==> config.mk <==
export PLATFORM = sky130hd
export DESIGN_NAME = pwm_capture
export DESIGN_NICKNAME = d
export VERILOG_FILES = /design/src/rtl/pwm_capture.sv
export SDC_FILE = /design/constraint.sdc
export NUM_CORES = 1
export LEC_CHECK = 0
export CORE_MARGIN = 2
export CORE_UTILIZATION = 60
export CTS_BUF_LIST = sky130_fd_sc_hd__clkbuf_16
export DETAILED_ROUTE_END_ITERATION = 8
export HOLD_SLACK_MARGIN = 0.02
export PLACE_DENSITY = 0.8
export SLEW_MARGIN = 0
export SYNTH_ARGS = -nofsm -noshare
export SYNTH_HDL_FRONTEND = slang
export SYNTH_SLANG_ARGS = --single-unit
export TNS_END_PERCENT = 30
==> constraint.sdc <==
create_clock -name clk -period 5.1 [get_ports clk]
set_input_delay 0.765 -clock clk [delete_from_list [all_inputs] [get_ports clk]]
set_output_delay 0.765 -clock clk [all_outputs]
set_load 0.01 [all_outputs]
==> src/rtl/pwm_capture.sv <==
// -----------------------------------------------------------------------------
// pwm_capture
//   Measures an incoming PWM waveform (motor feedback or loop-back of a motor
//   line). Reports the period and the high time in clk cycles, plus a 10-bit
//   duty on the same 0..1023 scale the PWM generators accept. Declares loss of
//   signal when no rising edge arrives for TIMEOUT cycles.
//
// Parameters
//   CNT_W    width of the period/high-time counters and outputs
//   TIMEOUT  clk cycles without a rising edge before pwm_lost is declared
//
// Ports
//   clk         system clock
//   rst_n       asynchronous reset, active low. The upstream reset controller
//               releases it synchronously to clk.
//   pwm_in      asynchronous PWM input
//   duty        floor(high_time*1024/period), saturated at 1023
//   period      clk cycles between the last two rising edges
//   high_time   clk cycles pwm_in was high within that period
//   meas_valid  one-cycle pulse: duty/period/high_time updated
//   pwm_lost    level: no rising edge for TIMEOUT cycles
//   overrun     one-cycle pulse: a capture was dropped because the divider
//               was still busy
// -----------------------------------------------------------------------------
module pwm_capture #(
  parameter int CNT_W   = 32,
  parameter int TIMEOUT = 100000
) (
  input  logic             clk,
  input  logic             rst_n,
  input  logic             pwm_in,
  output logic [9:0]       duty,
  output logic [CNT_W-1:0] period,
  output logic [CNT_W-1:0] high_time,
  output logic             meas_valid,
  output logic             pwm_lost,
  output logic             overrun
);

  localparam logic [CNT_W-1:0] CNT_MAX   = '1;
  localparam logic [CNT_W-1:0] TIMEOUT_C = CNT_W'(TIMEOUT);
  localparam int               DIV_ITER  = 11;
  localparam logic [3:0]       DIV_LAST  = 4'(DIV_ITER);

  typedef enum logic [1:0] {
    IDLE    = 2'd0,
    MEASURE = 2'd1,
    DIVIDE  = 2'd2
  } state_t;

  state_t state_q, state_d;

  // Synchronizer / edge-history pipeline
  logic s1_p0, s2_p1, s3_p2;
  logic rise;

  // Free-running measurement counters
  logic [CNT_W-1:0] per_cnt, hi_cnt;
  logic [CNT_W-1:0] per_inc;

  // Control strobes from the FSM
  logic lost_hit, capture, div_run, div_done, ovr_d;

  // Divider datapath
  logic [CNT_W-1:0] div_den;   // captured period (divisor)
  logic [CNT_W-1:0] cap_hi;    // captured high time
  logic [CNT_W-1:0] div_rem;   // partial remainder, always < div_den
  logic [10:0]      div_num;   // numerator bits still to be shifted in
  logic [10:0]      div_quo;
  logic [3:0]       div_cnt;
  logic [CNT_W:0]   step_res;  // {quotient bit, next remainder}

  // Counter increment that sticks at all-ones instead of wrapping.
  function automatic logic [CNT_W-1:0] sat_inc(input logic [CNT_W-1:0] v);
    return (v == CNT_MAX) ? v : v + 1'b1;
  endfunction

  // The quotient can only reach 1024 when high_time == period; clamp it onto
  // the 10-bit generator scale.
  function automatic logic [9:0] sat_duty(input logic [10:0] q);
    return q[10] ? 10'd1023 : q[9:0];
  endfunction

  // One restoring-division step. The remainder stays below the divisor, so
  // the shifted value fits in CNT_W+1 bits and the difference in CNT_W bits.
  function automatic logic [CNT_W:0] div_step(input logic [CNT_W-1:0] rem,
                                              input logic [CNT_W-1:0] den,
                                              input logic             nbit);
    logic [CNT_W:0] sh;
    sh = {rem, nbit};
    if (sh >= {1'b0, den}) begin
      return {1'b1, sh[CNT_W-1:0] - den};
    end
    return {1'b0, sh[CNT_W-1:0]};
  endfunction

  // ---- stage p0..p2: input synchronizer and one cycle of edge history ----
  always_ff @(posedge clk or negedge rst_n) begin
    if (!rst_n) begin
      s1_p0 <= 1'b0;
      s2_p1 <= 1'b0;
      s3_p2 <= 1'b0;
    end else begin
      s1_p0 <= pwm_in;
      s2_p1 <= s1_p0;
      s3_p2 <= s2_p1;
    end
  end

  assign rise    = s2_p1 & ~s3_p2;
  assign per_inc = sat_inc(per_cnt);

  // A rise on the same cycle as the timeout wins, and a lost line is only
  // declared once until a rise re-arms it.
  assign lost_hit = ~rise & ~pwm_lost & (per_inc == TIMEOUT_C);

  assign div_run  = (state_q == DIVIDE) && (div_cnt != DIV_LAST);
  assign step_res = div_step(div_rem, div_den, div_num[10]);

  // ---- measurement counters ----
  // The rise cycle itself belongs to the new period and is a high cycle,
  // hence the restart at 1 for both.
  always_ff @(posedge clk or negedge rst_n) begin
    if (!rst_n) begin
      per_cnt <= '0;
      hi_cnt  <= '0;
    end else if (rise) begin
      per_cnt <= CNT_W'(1);
      hi_cnt  <= CNT_W'(1);
    end else begin
      per_cnt <= per_inc;
      if (s2_p1) begin
        hi_cnt <= sat_inc(hi_cnt);
      end
    end
  end

  // ---- FSM next state and strobes ----
  always_comb begin
    state_d  = state_q;
    capture  = 1'b0;
    div_done = 1'b0;
    ovr_d    = 1'b0;
    if (lost_hit) begin
      state_d = IDLE;
    end else begin
      unique case (state_q)
        IDLE: begin
          if (rise) begin
            state_d = MEASURE;
          end
        end
        MEASURE: begin
          if (rise) begin
            capture = 1'b1;
            state_d = DIVIDE;
          end
        end
        DIVIDE: begin
          if (rise) begin
            ovr_d = 1'b1;
          end
          if (div_cnt == DIV_LAST) begin
            div_done = 1'b1;
            state_d  = MEASURE;
          end
        end
        default: state_d = IDLE;
      endcase
    end
  end

  always_ff @(posedge clk or negedge rst_n) begin
    if (!rst_n) begin
      state_q <= IDLE;
      div_cnt <= '0;
    end else begin
      state_q <= state_d;
      if (capture) begin
        div_cnt <= '0;
      end else if (div_run) begin
        div_cnt <= div_cnt + 1'b1;
      end
    end
  end

  // ---- divider datapath ----
  // Numerator is {hi, 10'b0}. Since hi <= period, the quotient fits in 11
  // bits, so the bits above numerator bit 10 (hi >> 1) preload the remainder
  // and only bit 10 (hi[0]) followed by ten zeros is shifted in.
  always_ff @(posedge clk) begin
    if (capture) begin
      div_den <= per_cnt;
      cap_hi  <= hi_cnt;
      div_rem <= hi_cnt >> 1;
      div_num <= {hi_cnt[0], 10'b0};
      div_quo <= '0;
    end else if (div_run) begin
      div_rem <= step_res[CNT_W-1:0];
      div_num <= {div_num[9:0], 1'b0};
      div_quo <= {div_quo[9:0], step_res[CNT_W]};
    end
  end

  // ---- registered outputs ----
  always_ff @(posedge clk or negedge rst_n) begin
    if (!rst_n) begin
      duty       <= '0;
      period     <= '0;
      high_time  <= '0;
      meas_valid <= 1'b0;
      pwm_lost   <= 1'b0;
      overrun    <= 1'b0;
    end else begin
      meas_valid <= 1'b0;
      overrun    <= ovr_d;
      if (rise) begin
        pwm_lost <= 1'b0;
      end
      if (lost_hit) begin
        // A stuck line reports full or zero duty depending on its level.
        pwm_lost   <= 1'b1;
        period     <= '0;
        high_time  <= '0;
        duty       <= s2_p1 ? 10'd1023 : 10'd0;
        meas_valid <= 1'b1;
      end else if (div_done) begin
        period     <= div_den;
        high_time  <= cap_hi;
        duty       <= sat_duty(div_quo);
        meas_valid <= 1'b1;
      end
    end
  end

endmodule

---- After elaboration in Yosys (flattened, before gate mapping) ----
Cells that the tools add are included.
operators by class
  shifts and indexed selects .............. 0
  $add $sub $neg .......................... 4
  order comparisons ....................... 1
  bitwise gates (word level) .............. 6
  div/mod/pow operators ................... 0
  equality and inequality tests ........... 11
  reductions and logical operators ........ 8
  multipliers ............................. 0
  mux-type cells .......................... 39
operators with widths
  kind                   number
  $mux 32                9
  $mux 33                2
  $add 32x1->32 const B  2
  $eq 32x32->1 const B   2
  $mux 31                2
  $mux 10                4
  $ge 33x32->1           1
  $eq 32x17->1 const B   1
  $sub 32x32->32         1
  $mux 11                2
  $mux 1                 13
  $mux 2                 4
  $mux 4                 2
  $reduce_bool 2->1      4
  $ne 3x3->1 const B     2
  $pmux 2 s3             1
  $add 4x1->4 const B    1
  $eq 4x4->1 const B     1
  $ne 4x4->1 const B     1
  $and 1x1->1            3
  $ne 3x2->1 const B     1
  $not 1->1              3
  $reduce_and 3->1       1
  $eq 2x1->1 const B     1
  5 further kinds        5
word-level totals
  bits in read-only memories .............. 0
  bits in latches ......................... 0
  register bits after elaboration ......... 258
  memory bits (writable) .................. 0
  bits of input ports ..................... 3
  memories ................................ 0
  output and inout port bits .............. 77
  word-level logic and storage cells ...... 88

---- Depth between registers and ports, before layout ----
Gate-level depths: netlist of the first run.
  word-level depth ........................ 8
  mapped depth ............................ 13
  gate-level depth less buffers ........... 12

---- Worst setup path after synthesis of the first run ----
Ideal clock, no wire load.
  kind .................................... register to register
  start ................................... reg s2_p1
  end ..................................... reg cap_hi[0], enable pin
  arrival time ............................ 3.148 ns
  stages on the path, launching flop included .. 7
  library setup time ...................... 0.453 ns
  slack ................................... 1.499 ns
  buffers on the path ..................... 3
  clock period less this slack ............ 3.601 ns
  required time ........................... 4.647 ns
  cells stage by stage .................... dfrtp_1 -> nor2b_1 -> clkbuf_1 -> nand3b_1 -> inv_1 -> clkbuf_1 -> clkbuf_1
on the way
  word-level cells in the longest chain between the ends .. 5
  elaborated cells between the ends (all ways) .. 7
  classes of those cells .................. mux (3); bitwise (4)
ends and longest elaborated chain
  item                      line  RTL
  start: declaration        54    logic s1_p0, s2_p1, s3_p2;
  start signal: assignment  105   s2_p1 <= s1_p0;
  $and 1x1->1 *             110   assign rise = s2_p1 & ~s3_p2;
  $not 1->1                 115   assign lost_hit = ~rise & ~pwm_lost & (per_inc == TIMEOUT_C);
  $and 1x1->1 (2 in a row)  115
  $mux 1 *                  144   if (lost_hit) begin
  via capture               62    logic lost_hit, capture, div_run, div_done, ovr_d;
  end signal: assignment    194   cap_hi <= hi_cnt;
  end: declaration          66    logic [CNT_W-1:0] cap_hi;
Mark *: on every way through the listed nets, which the timed path passes. The rest lies on a longest branch.
A chain may end at the register's enable or synchronous reset.

---- Worst setup path in the final report of the first run ----
  start ................................... reg per_cnt[12]
  end ..................................... reg duty[1]
on the way
  word-level cells in the longest chain between the ends .. 6
  elaborated cells between the ends (all ways) .. 8
  classes of those cells .................. add/sub (1); eq/ne (2); mux (3); bitwise (1); reduce/logical (1)
ends and longest elaborated chain
  item                                           line  RTL
  start: declaration                             58    logic [CNT_W-1:0] per_cnt, hi_cnt;
  start signal: assignment                       131   per_cnt <= per_inc;
  $add 32x1->32 or $eq 32x32->1 (tied branches)  75    return (v == CNT_MAX) ? v : v + 1'b1;
  $mux 32 *                                      75
  $eq 32x17->1 *                                 115
  $and 1x1->1 *                                  115
  $mux 1                                         144
  $reduce_bool 2->1 (no line)                    -
  end signal: assignment                         225   duty <= s2_p1 ? 10'd1023 : 10'd0;
  end signal: assignment                         230   duty <= sat_duty(div_quo);
  end: declaration                               32    output logic [9:0] duty,
Every way passes the cells marked *; elsewhere a longest branch is shown, timed or not.

==> results of run 1 <==
[synthesized netlist by cell type (all sizes together), types with 5 or more instances]
cell type	instances
a31oi	11
buf	19
xor2	43
o21ai	68
nand3	42
o31ai	5
dfrtp	150
nor4	8
dfxtp	12
xnor2	38
or2	6
inv	51
mux2i	92
and3	17
o21a	6
nor2b	6
a21o	12
nor2	176
and4	6
nand2b	8
and2	10
ha	35
or3	21
o21bai	5
a21oi	54
or4	6
nand4	27
nor3	25
nand2	115
clkbuf	38
o211ai	6
edfxtp	96
[registers in the layout, indices dropped and copies added, names as in the netlist, 2 cells and up]
name and flops:
cap_hi 32, div_den 32, div_rem 32, hi_cnt 32, high_time 32, per_cnt 32, period 32, div_quo 11
duty 10, div_cnt 4, state_q 2
[final cells by class]
type / count / area, sq um / share of cell area, %
clock buffer: 28 / 701 / 4.73
multi-input combinational: 887 / 5610 / 37.9
clock inverter: 21 / 180 / 1.22
inverter: 51 / 193 / 1.30
tap: 275 / 344 / 2.32
timing repair buffer: 91 / 907 / 6.12
sequential: 258 / 6880 / 46.4
[power groups by stage]
| stage | Combinational, mW | Sequential [mW] | Clock [mW] |
|---|---|---|---|
| floorplan | 1.64 | 2.70 | 0 |
| global placement | 1.99 | 2.76 | 0 |
| detailed placement | 2.06 | 2.77 | 0 |
| CTS | 2.07 | 2.74 | 1.97 |
| global route | 2.33 | 2.77 | 2.06 |
| finish | 2.09 | 2.74 | 1.94 |
[kinds of logic (layout without fill, tap and decap cells)]
kind of cell             after synthesis  count (layout)  share of synthesized area, %
XOR/XNOR                              81              81                          5.50
AND/OR/NAND/NOR                      481             481                          17.7
adder cells (fa/ha/maj)               36              36                          3.55
buffers and inverters                108             191                          3.36
flip-flops                           258             258                          53.3
multiplexers                          94              94                          7.32
AO/OA/AOI/OAI                        195             195                          9.25
[path summary, 6_finish.rpt]
kind                                       startpoint                    to  slack (ps)  cells after the start
min in group clk                      s1_p0$_DFF_PN0_       s2_p1$_DFF_PN0_         380                      0
worst max-delay path            per_cnt[12]$_DFF_PN0_   duty[1]$_DFFE_PN0P_        1040                     10
worst min-delay path                            rst_n   duty[8]$_DFFE_PN0P_         200                      1
max in group asynchronous                       rst_n  per_cnt[5]$_DFF_PN0_        3810                      2
worst max register to register  per_cnt[12]$_DFF_PN0_   duty[1]$_DFFE_PN0P_        1040                     10
worst min register to register        s1_p0$_DFF_PN0_       s2_p1$_DFF_PN0_         380                      0
[worst reg2reg max path, stage by stage, from the launching register on]
cell and delay, ps:
sky130_fd_sc_hd__dfrtp_1 520, sky130_fd_sc_hd__nand3_1 290, sky130_fd_sc_hd__or4_1 730, sky130_fd_sc_hd__nor3_2 790, sky130_fd_sc_hd__nor2_1 150, sky130_fd_sc_hd__xnor2_1 250
sky130_fd_sc_hd__nand4b_1 180, sky130_fd_sc_hd__nor4_4 360, sky130_fd_sc_hd__buf_12 270, sky130_fd_sc_hd__nand2_1 270, sky130_fd_sc_hd__o21ai_0 150
[per-layer routing]
layer  part of all wire (%)  track usage, %  vias up
met4                    2.6            6.78        0
met2                     47            43.8      283
met3                    5.8            4.00       52
met5                      0               0        -
met1                     44            38.2     4563
li1                       -               -     4538
[layout by cell type, fill, tap and decap left out, types with 12 or more instances in the layout]
| master | count |
|---|---|
| sky130_fd_sc_hd__a21oi_1 | 53 |
| sky130_fd_sc_hd__and3_1 | 17 |
| sky130_fd_sc_hd__dfxtp_1 | 12 |
| sky130_fd_sc_hd__nand2_1 | 115 |
| sky130_fd_sc_hd__clkbuf_16 | 28 |
| sky130_fd_sc_hd__edfxtp_1 | 96 |
| sky130_fd_sc_hd__xnor2_1 | 38 |
| sky130_fd_sc_hd__clkdlybuf4s50_1 | 78 |
| sky130_fd_sc_hd__or3_1 | 21 |
| sky130_fd_sc_hd__nand4_1 | 26 |
| sky130_fd_sc_hd__ha_1 | 35 |
| sky130_fd_sc_hd__a21o_1 | 12 |
| sky130_fd_sc_hd__mux2i_1 | 92 |
| sky130_fd_sc_hd__inv_1 | 54 |
| sky130_fd_sc_hd__dfrtp_1 | 150 |
| sky130_fd_sc_hd__nor2_1 | 175 |
| sky130_fd_sc_hd__nor3_1 | 24 |
| sky130_fd_sc_hd__nand3_1 | 42 |
| sky130_fd_sc_hd__xor2_1 | 43 |
| sky130_fd_sc_hd__o21ai_0 | 67 |
[stage by stage]
stage	power [mW]	utilization [%]
after floorplan	4.33	-
after global placement	4.75	66.2
after detailed placement	4.82	66.2
after CTS	6.78	70.4
after global routing	7.16	70.5
final	6.77	70.5
==> impl.org, run 1 <==
** Critical path
- The worst setup path is launched from a flip-flop.
- Chain of cells forming the critical path :: nand3_1 -> or4_1 -> nor3_2 -> nor2_1 -> xnor2_1 -> nand4b_1 -> nor4_4 -> buf_12 -> nand2_1 -> o21ai_0
- The setup path with the least slack is of type flip-flop to flip-flop.
- Data on the critical path is required at its endpoint by 5530 ps.
- For the worst setup path, the data arrival time is 4490 ps.
- The worst setup path is captured at a flip-flop.
- Top cell family by delay on the critical path :: simple AND/OR/NAND/NOR gates
- The number of buffers and inverters on the critical path is 1.
- Of all nets on the critical path, the largest fanout is 52.
- For this run, the slowest stage of the critical path takes slightly below 800 ps.
- The largest individual stage delay along the critical path comes from the cell sky130_fd_sc_hd__nor3_2.

** Power and ir drop
- Switching Share :: 32.6%
- Power density over the cells :: around 460 nW/um^2
- The worst-case IR drop observed on VDD is between 0.2 and 0.3 mV.
- Cell-internal power :: 4.56 mW
- Part of the power in registers :: 40.5%
- Share of total power in the clock network :: between 20% and 30%
- Leakage power :: 6.18 nW
- Switching component of the power :: between 2 and 2.5 mW
- Relative contribution of combinational cells to total power :: 30.8%

** STA
- Hold timing on the final database bottoms out at a slack of slightly below 200 ps.
- Summed negative setup slack over all endpoints :: 0 ps
- Final period util :: 79.6%
- Number of failing hold endpoints at the final stage :: 0
- The smallest clock period supported by the final layout is computed as 4060 ps.
- Derived from the worst setup path, the maximum achievable clock frequency is around 250 MHz.
- Worst clock skew on the final layout :: 23.6 ps
- At the pin with the least slew margin, the transition time is 1170 ps.
- Post-route setup slack :: 1040 ps
- Headroom to the max-slew limit came out at 21.5%.
- Number of setup violations in the final report :: 0
- Pins Over Slew Limit :: 0
- Setup repair after global routing left no endpoint under its margin.

** Clock network
- Hold buffer count at cts :: 0
- CTS sink count :: 258
- After clock tree synthesis, the clock-pin slew on the worst setup and hold paths is 60 ps.
- Buffers inserted during clock tree synthesis total 27.
- Post-CTS repair changed the size of 0 cells.
- The clock passes through at most 3 buffers.
- Post-CTS timing repair inserted 0 buffers for setup.
- Skew-Pair Late Insertion Delay :: 530 ps
- Root buffer cell :: sky130_fd_sc_hd__clkbuf_16
- CTS built an H-tree with a depth of 1.
- TritonCTS built the clock tree.

** Cells and area
- Once layout is done, the placed cells without fillers occupy between 10000 and 15000 sq um.
- Of the cells placed in the final design, the portion with a size suffix greater than 1 is 5.31%.
- Final antenna diode count :: 0
- Area growth syn-to-layout :: 14.9%
- Fill cells :: roughly 1500
- The count of cells in the finished layout, fillers not included, comes to 1611.
- The final layout contains ~1400 nets.

** Synth
- Yosys mapped the design onto 64 distinct sky130hd cell types.
- By area the synthesized netlist is led by sky130_fd_sc_hd__dfrtp_1 29%, sky130_fd_sc_hd__edfxtp_1 22%, sky130_fd_sc_hd__mux2i_1 7.1%, sky130_fd_sc_hd__nor2_1 5.1%, sky130_fd_sc_hd__ha_1 3.4%.
- Of all flip-flops after synthesis, the portion carrying an async set or reset was between 50% and 60%.
- Number of synthesized flops with an enable pin :: 96
- Synthesis produced a netlist with a net count of ~1300.
- Area of the mapped netlist :: 12900 sq um
- After synthesis, flip-flops and latches occupy 53.3% of the total area.
- After synthesis the netlist holds a flip-flop and latch count of 258.
- For this run, the number of Yosys warnings is 0.
- Proportion of netlist area held by the largest area contributor :: between 20% and 30%
- The most used flip-flop cell after synthesis is sky130_fd_sc_hd__dfrtp_1.
- Cell type with the highest aggregate area in the netlist :: sky130_fd_sc_hd__dfrtp_1
- Post-Syn Instances :: around 1300
- Dividing the synthesized area by the synthesized cell count gives 10.3 sq um.

** Job
- Reported max-cap violation count :: 0

** Drt
- Once detail routing completed, the nets flagged for antenna violations numbered 0.
- After detailed routing, the number of remaining DRC violations is 0.
- After detailed routing, the total wire length is 29800 um.
- Number of optimization iterations in the first detailed-route pass :: 5
- Vias after detailed routing :: 9436
- Routed len/inst :: approximately 19 um
- After detailed routing, the number of vias per cell comes to 5.86.
- The detailed router finished its first iteration with 751 violations.

** Placement
- In this run the cell area measured after placement is approximately 14000 sq um.
- Cell count after placement :: ~1600
- Port buffering added 79 buffers.
- Prior to clock tree synthesis, the placed netlist has a worst setup slack of slightly below 1000 ps.
- The congestion estimate from routability-driven global placement came to 0.957.
- Once detailed placement completed, the half-perimeter wirelength came to 20400 um.

** Floorplanning
- The initial utilization of the core area, before any placement, comes to 61.3%.
- After floorplanning, the core was divided into 53 placement rows.
- Area inside the core boundary :: between 20000 and 25000 sq um
- 80 I/O pins were placed.
- The floorplan step defined a die boundary enclosing 22700 sq um.
- From left edge to right edge, the die measures 151 um.
- Die height :: approximately 150 um

** Global route
- The via count of the first global-routing pass came to 9224.
- Global routing finished with a remaining overflow of 0.
- Pin count of the biggest net entering global routing :: 93
- Total routing resource utilization after global routing :: 26.9%
- Global-route wire length before repair :: 48200 um
- Initial antenna violation count :: 0

** Outcome
- Result of the run :: complete, no violations

** Hold path
- Hold Crit Class :: primary input to asynchronous set/reset pin
Power figures use the tool's default switching activity.
==> inputs of run 2 (changes only) <==
- clock period: 5.1 -> 3.8 ns (I/O delays scaled with it)
==> impl.org, run 2 (synthesized netlist as in run 1, its figures left out) <==
** STA
- Worst clock skew on the final layout :: 14.4 ps (-9.17 ps)
- The setup-violating endpoint count in the final report is 0 (unchanged).
- Summed negative setup slack over all endpoints :: 0 ps (unchanged)
- The final worst-path cycle share is 93.7% (+14 points).
- Transition at the pin with the smallest max-transition slack :: 1110 ps (-54.3 ps)
- Worst rel slew slack :: 25.2% (+3.7 points)
- Time the final worst path needs with I/O delays and setup :: 3560 ps (-498 ps)
- The top achievable clock speed was 281 MHz (+14%).
- The final count of pins violating max slew came to 0 (unchanged).
- The total count of hold-check failures in the final report is 0 (unchanged).
- Setup repair after global routing left no endpoint under its margin.

** Outcome
- Result of the run :: complete, no violations

** Global route
- Initial antenna violation count :: 0 (unchanged)
- The global-route usage over all layers was 27.6% (+0.75 points).
- Global-route wire length before repair :: 49500 um (+2.8%)
- Via count of the first global-routing pass :: 9419 (+2.1%)
- Pin count of the biggest net entering global routing :: 86 (-7.5%)
- Global-route congestion overflow total :: 0 (unchanged)

** Drt
- The post-route DRC violation count was 0 (unchanged).
- Met2 wire length :: 14700 um (+4.4%)
- The detailed router used layers up to and including met4.
- Number of vias per cell after detailed routing :: 5.85 (-0.17%)
- Routed len/inst :: 18.7 um (+1.0%)
- Number of optimization iterations in the first detailed-route pass :: 5 (unchanged)
- Total met3 wirelength after detailed routing :: 1710 um (-1.4%)
- The overall routed net length came to 30800 um (+3.4%).
- The detailed-route via count is 9642 (+2.2%).
- First DRT Iteration DRCs :: 659 (-12%)
- Remaining antenna violation count :: 0 (unchanged)
- The wire length the detailed router placed on met1 was 13600 um (+3.0%).

** Critical path
- Type of origin of the critical path :: flip-flop
- The required time at the worst-slack endpoint is 4060 ps (-1470 ps).
- The arrival time of data at the critical path endpoint was 3820 ps (-670 ps).
- Worst Path Class, Setup :: flip-flop to flip-flop
- STA classifies the critical path endpoint as a flip-flop.
- The worst-path maximum fanout was 6 (-88%).

** Floorplanning
- Die footprint :: 22700 sq um (unchanged)
- Die height :: 151 um (unchanged)
- The count of pins on the block boundary came to 80 (unchanged).
- The initial core utilization is 61.3% (unchanged).
- Die Width :: 151 um (unchanged)
- The area inside the core boundary was 21000 sq um (unchanged).
- Cell row count :: 53 (unchanged)

** Clock network
- Max H-tree Level :: 1 (unchanged)
- The total clock buffers created by CTS came to 26 (-3.7%).
- TritonCTS built the clock tree.
- Hold buffer count at cts :: 0 (unchanged)
- The clock transition at the registers of the reported paths is 60 ps (about the same).
- Root buffer cell :: sky130_fd_sc_hd__clkbuf_16
- The number of clock sinks seen by CTS is 258 (unchanged).
- The clock latency on the worst-skew pair came to 530 ps (about the same).
- Maximum buffer depth of the clock tree :: 3 (unchanged)

** Power and ir drop
- Max VDD drop :: 0.397 mV (+58%)
- Leakage power :: 6.38 nW (+3.1%)
- The overall power of the completed layout was 9.05 mW (+34%).
- Power density over the cells :: 600 nW/um^2 (+31%)

** Placement
- The number of buffers inserted by port buffering came to 79 (unchanged).
- The HPWL after detailed placement is 21700 um (+6.3%).
- Last weighted congestion value of the routability-driven placer :: 0.939 (-1.9%)
- The total instance count after detailed placement came to 1601 (+2.5%).

** Cells and area
- The area growth from synthesis to layout is 16.9%.
- The top cell types in the final layout, fill and taps aside, are 175 x sky130_fd_sc_hd__nor2_1, 150 x sky130_fd_sc_hd__dfrtp_1, 115 x sky130_fd_sc_hd__nand2_1.
- The share of cells above drive strength 1 came to 7.79% (+2.5 points).
- Layout Cells excl Fill :: 1649 (+2.4%)
- Fill cells :: 1514 (+0.60%)
- Storage cell area :: 6880 sq um (unchanged)
- The post-route core utilization is 71.7% (+1.3 points).
- Area of the multi-input gates :: 5600 sq um (about the same)
- Final antenna diode count :: 0 (unchanged)
- Number of nets at the end of the flow :: 1393 (+2.8%)
- Most common cell after layout, fill and taps aside :: sky130_fd_sc_hd__nor2_1

** Hold path
- Hold Crit Class :: primary input to asynchronous set/reset pin

** Job
- The max capacitance violation total came to 0 (unchanged).
-- run 2: changes by cell type in the layout (fill, tap and decap cells not counted), sizes merged --
cell | previous run | this run
buf | 13 | 52
bufinv | 3 | 1
clkinv | 14 | 12
inv | 55 | 58
-- run 2: stage by stage --
stage | worst slack (ps) | hold slack [ps] | cell area [sq um]
floorplan | 199 | 274 | 12900
global placement | 276 | 364 | 14300
detailed placement | 282 | 339 | 14300
CTS | 258 | 94.4 | 15100
global route | 5.59 | 131 | 15100
finish | 240 | 78.7 | 15100
-- run 2: worst paths after layout --
check	start	to	slack, ps	cells after the start
worst min register to register	s1_p0$_DFF_PN0_	s2_p1$_DFF_PN0_	380	0
max in group asynchronous	rst_n	per_cnt[18]$_DFF_PN0_	2770	2
worst max-delay path	div_rem[15]$_DFFE_PP_	div_rem[28]$_DFFE_PP_	240	11
worst max register to register	div_rem[15]$_DFFE_PP_	div_rem[28]$_DFFE_PP_	240	11
worst min-delay path	rst_n	period[24]$_DFFE_PN0P_	80	1
min in group clk	s1_p0$_DFF_PN0_	s2_p1$_DFF_PN0_	380	0
-- run 2: routing by layer --
layer | vias to the layer above | GRT usage [%]
met4 | 0 | 7.94
met3 | 55 | 4.18
met1 | 4680 | 38.4
met2 | 285 | 45.5
li1 | 4622 | -
met5 | - | 0
-- run 2: power breakdown --
part           switching (mW)  internal (mW)  leakage (nW)
sequential              0.266           3.41          3.07
combinational            1.68           1.25          2.87
clock                    1.05           1.39         0.435
total                    3.00           6.05          6.38
-- run 2: layout make-up --
class                           instances  area share (%)
Tap cell                              275            2.28
Clock buffer                           28            4.65
Timing Repair Buffer                  130            8.21
Clock inverter                         20           0.789
Inverter                               51            1.28
Multi-Input combinational cell        887            37.2
Sequential cell                       258            45.6
-- run 2: critical path, cell delays in order (launching register included) --
cell and delay, ps:
sky130_fd_sc_hd__edfxtp_1 400, sky130_fd_sc_hd__ha_1 410, sky130_fd_sc_hd__nand2_1 110, sky130_fd_sc_hd__o311ai_0 410, sky130_fd_sc_hd__o211ai_1 170, sky130_fd_sc_hd__o21ai_0 250
sky130_fd_sc_hd__a31oi_1 180, sky130_fd_sc_hd__o41a_1 500, sky130_fd_sc_hd__a21oi_4 240, sky130_fd_sc_hd__buf_4 190, sky130_fd_sc_hd__a2bb2oi_1 280, sky130_fd_sc_hd__o21ai_0 140
-- run 2: timing repair --
action / in CTS / in global routing
gates resized for setup: 0 / 1
endpoints found under the setup margin: 0 / 5
buffers inserted: 0 / 0
==> inputs of run 3 (changes only) <==
- CORE_MARGIN: 2 -> unset
==> impl.org, run 3 (synthesized netlist as in run 1, its figures left out) <==
** Global route
- The wire length of the first global-routing pass was 48600 um (-2.0%).
- Initial antenna violation count :: 0 (unchanged)
- Pin count of the biggest net entering global routing :: 108 (+26%)
- The via count of the first global-routing pass came to 9406 (-0.14%).
- Global-route congestion overflow total :: 0 (unchanged)
- The global-route usage over all layers came to 27.8% (+0.20 points).

** Clock network
- Worst-path clk slew :: 60 ps (about the same)
- Resize count post-CTS :: 0 (unchanged)
- Post-CTS Repair Setup Buffers :: 0 (unchanged)
- The total number of H-tree levels was 1 (unchanged).
- The tree is rooted in a sky130_fd_sc_hd__clkbuf_16.
- The total of hold buffers inserted after clock tree synthesis was 0 (unchanged).
- Maximum buffer depth of the clock tree :: 3 (unchanged)
- Skew-Pair Late Insertion Delay :: 530 ps (about the same)
- The number of clock sinks seen by CTS is 258 (unchanged).
- Total CTS buffers :: 27 (+3.8%)
- CTS tree :: built

** Drt
- Number of optimization iterations in the first detailed-route pass :: 5 (unchanged)
- The detailed-route vias per instance came to 5.91 (+1.0%).
- The number of routed nets with antenna violations was 0 (unchanged).
- The post-route DRC violation count is 0 (unchanged).
- Final routed wirelength across all metal layers :: 29800 um (-3.4%)
- Routed len/inst :: 18.1 um (-3.2%)
- The detailed-route via count was 9715 (+0.76%).
- The starting DRC count in detailed routing was 773 (+17%).

** Floorplanning
- Die Width :: 149 um (-1.3%)
- The die area came to 22100 sq um (-2.6%).
- Die height :: 149 um (-1.3%)
- Cell row count :: 53 (unchanged)
- The count of pins on the block boundary came to 80 (unchanged).
- Area inside the core boundary :: 21000 sq um (unchanged)
- The initial core utilization came to 61.3% (unchanged).

** Placement
- The number of buffers inserted by port buffering was 79 (unchanged).
- The HPWL after detailed placement is 20800 um (-4.2%).
- Last weighted congestion value of the routability-driven placer :: 0.937 (-0.18%)
- The post-place instance area was 14200 sq um (-0.35%).

** STA
- Worst rel slew slack :: 23.6% (-1.6 points)
- The total count of hold-check failures in the final report came to 0 (unchanged).
- The final worst-path cycle share was 94.1% (+0.39 points).
- Transition at the pin with the smallest max-transition slack :: 1140 ps (+23.6 ps)
- Worst clock skew on the final layout :: 17.3 ps (+2.84 ps)
- The final count of pins violating max slew was 0 (unchanged).
- Unrepaired setup endpoints after global routing :: no
- The post-route minimum period was 3570 ps (+14.9 ps).
- Summed negative setup slack over all endpoints :: 0 ps (unchanged)
- The top achievable clock speed was 280 MHz (-0.42%).
- Number of setup violations in the final report :: 0 (unchanged)

** Power and ir drop
- The worst-case vdd ir drop is 0.377 mV (-4.9%).
- The power density relative to cell area came to 606 nW/um^2 (+0.93%).
- The reported leakage power was 6.36 nW (-0.29%).

** Critical path
- CP Max Fanout :: 31 (+25)
- The arrival time of data at the critical path endpoint came to 3960 ps (+140 ps).
- Element type at the critical path end :: flip-flop
- The largest individual stage delay along the critical path comes from the cell sky130_fd_sc_hd__or4_1.
- Top cell family by delay on the critical path :: simple AND/OR/NAND/NOR gates
- Delay of the slowest critical-path stage :: 610 ps (+110 ps)
- By startpoint and endpoint, the worst setup path is classified as flip-flop to flip-flop.
- Required time at the endpoint of the critical path :: 4180 ps (+120 ps)
- Chain of cells forming the critical path :: nand4_2 -> or4_1 -> buf_4 -> nor3_2 -> nor2_1 -> xnor2_1 -> nand4b_1 -> nor4_4 -> buf_4 -> nor2_1
- Type of origin of the critical path :: flip-flop
- The combined buffer and inverter count along the critical path came to 2 (+1).

** Cells and area
- Number of nets at the end of the flow :: 1389 (-0.29%)
- Most common cell after layout, fill and taps aside :: sky130_fd_sc_hd__nor2_1
- Most used cells in the layout excluding fill and tap cells :: 175 x sky130_fd_sc_hd__nor2_1, 150 x sky130_fd_sc_hd__dfrtp_1, 115 x sky130_fd_sc_hd__nand2_1
- The area overhead of the layout relative to synthesis is 17.0% (about the same).
- Cell area after layout :: 15100 sq um (about the same)
- Final antenna diode count :: 0 (unchanged)
- The share of cells above drive strength 1 is 7.45% (-0.34 points).

** Job
- Reported max-cap violation count :: 0 (unchanged)

** Outcome
- Result of the run :: complete, no violations

** Hold path
- Hold Crit Class :: primary input to asynchronous set/reset pin
[run 3: path summary, 6_finish.rpt]
path,start,depth (start not counted),endpoint,slack [ps]
max in group asynchronous,rst_n,2,hi_cnt[20]$_DFFE_PN0P_,2670
min in group clk,s1_p0$_DFF_PN0_,0,s2_p1$_DFF_PN0_,350
setup reg to reg,per_cnt[21]$_DFF_PN0_,10,high_time[10]$_DFFE_PN0P_,230
setup / recovery,per_cnt[21]$_DFF_PN0_,10,high_time[10]$_DFFE_PN0P_,230
hold / removal,rst_n,1,duty[7]$_DFFE_PN0P_,160
hold reg to reg,s1_p0$_DFF_PN0_,0,s2_p1$_DFF_PN0_,350
[run 3: cell type report]
type | instances | area [sq um]
clock buffers | 28 | 701
clock inverters | 21 | 169
fillers | 1503 | 5940
inverters | 51 | 193
multi-input cells | 887 | 5610
flip-flops and latches | 258 | 6880
well taps | 275 | 344
repair buffers | 125 | 1190
[run 3: metal layers]
metal	global-route usage, %	vias to the layer above	routed length [um]
met5	0	-	0
met4	9.28	0	886
met3	3.53	59	1730
met2	45.0	336	14200
met1	39.0	4701	13000
li1	-	4619	-
[run 3: per-stage QoR]
stage	utilization, %	worst slack, ps	hold WS, ps	cells	total power, mW
6_report	71.7	225	164	1645	9.14
5_1_grt	71.7	18.5	281	1645	9.66
4_1_cts	71.7	179	234	1645	9.14
3_5_place_dp	67.6	221	345	1596	6.54
3_3_place_gp	67.6	318	335	1596	6.46
2_1_floorplan	-	199	274	1253	5.81
[run 3: where the power goes]
part | internal, mW | total (mW) | switching [mW]
combinational | 1.24 | 2.89 | 1.65
clock | 1.53 | 2.58 | 1.05
sequential | 3.41 | 3.67 | 0.262
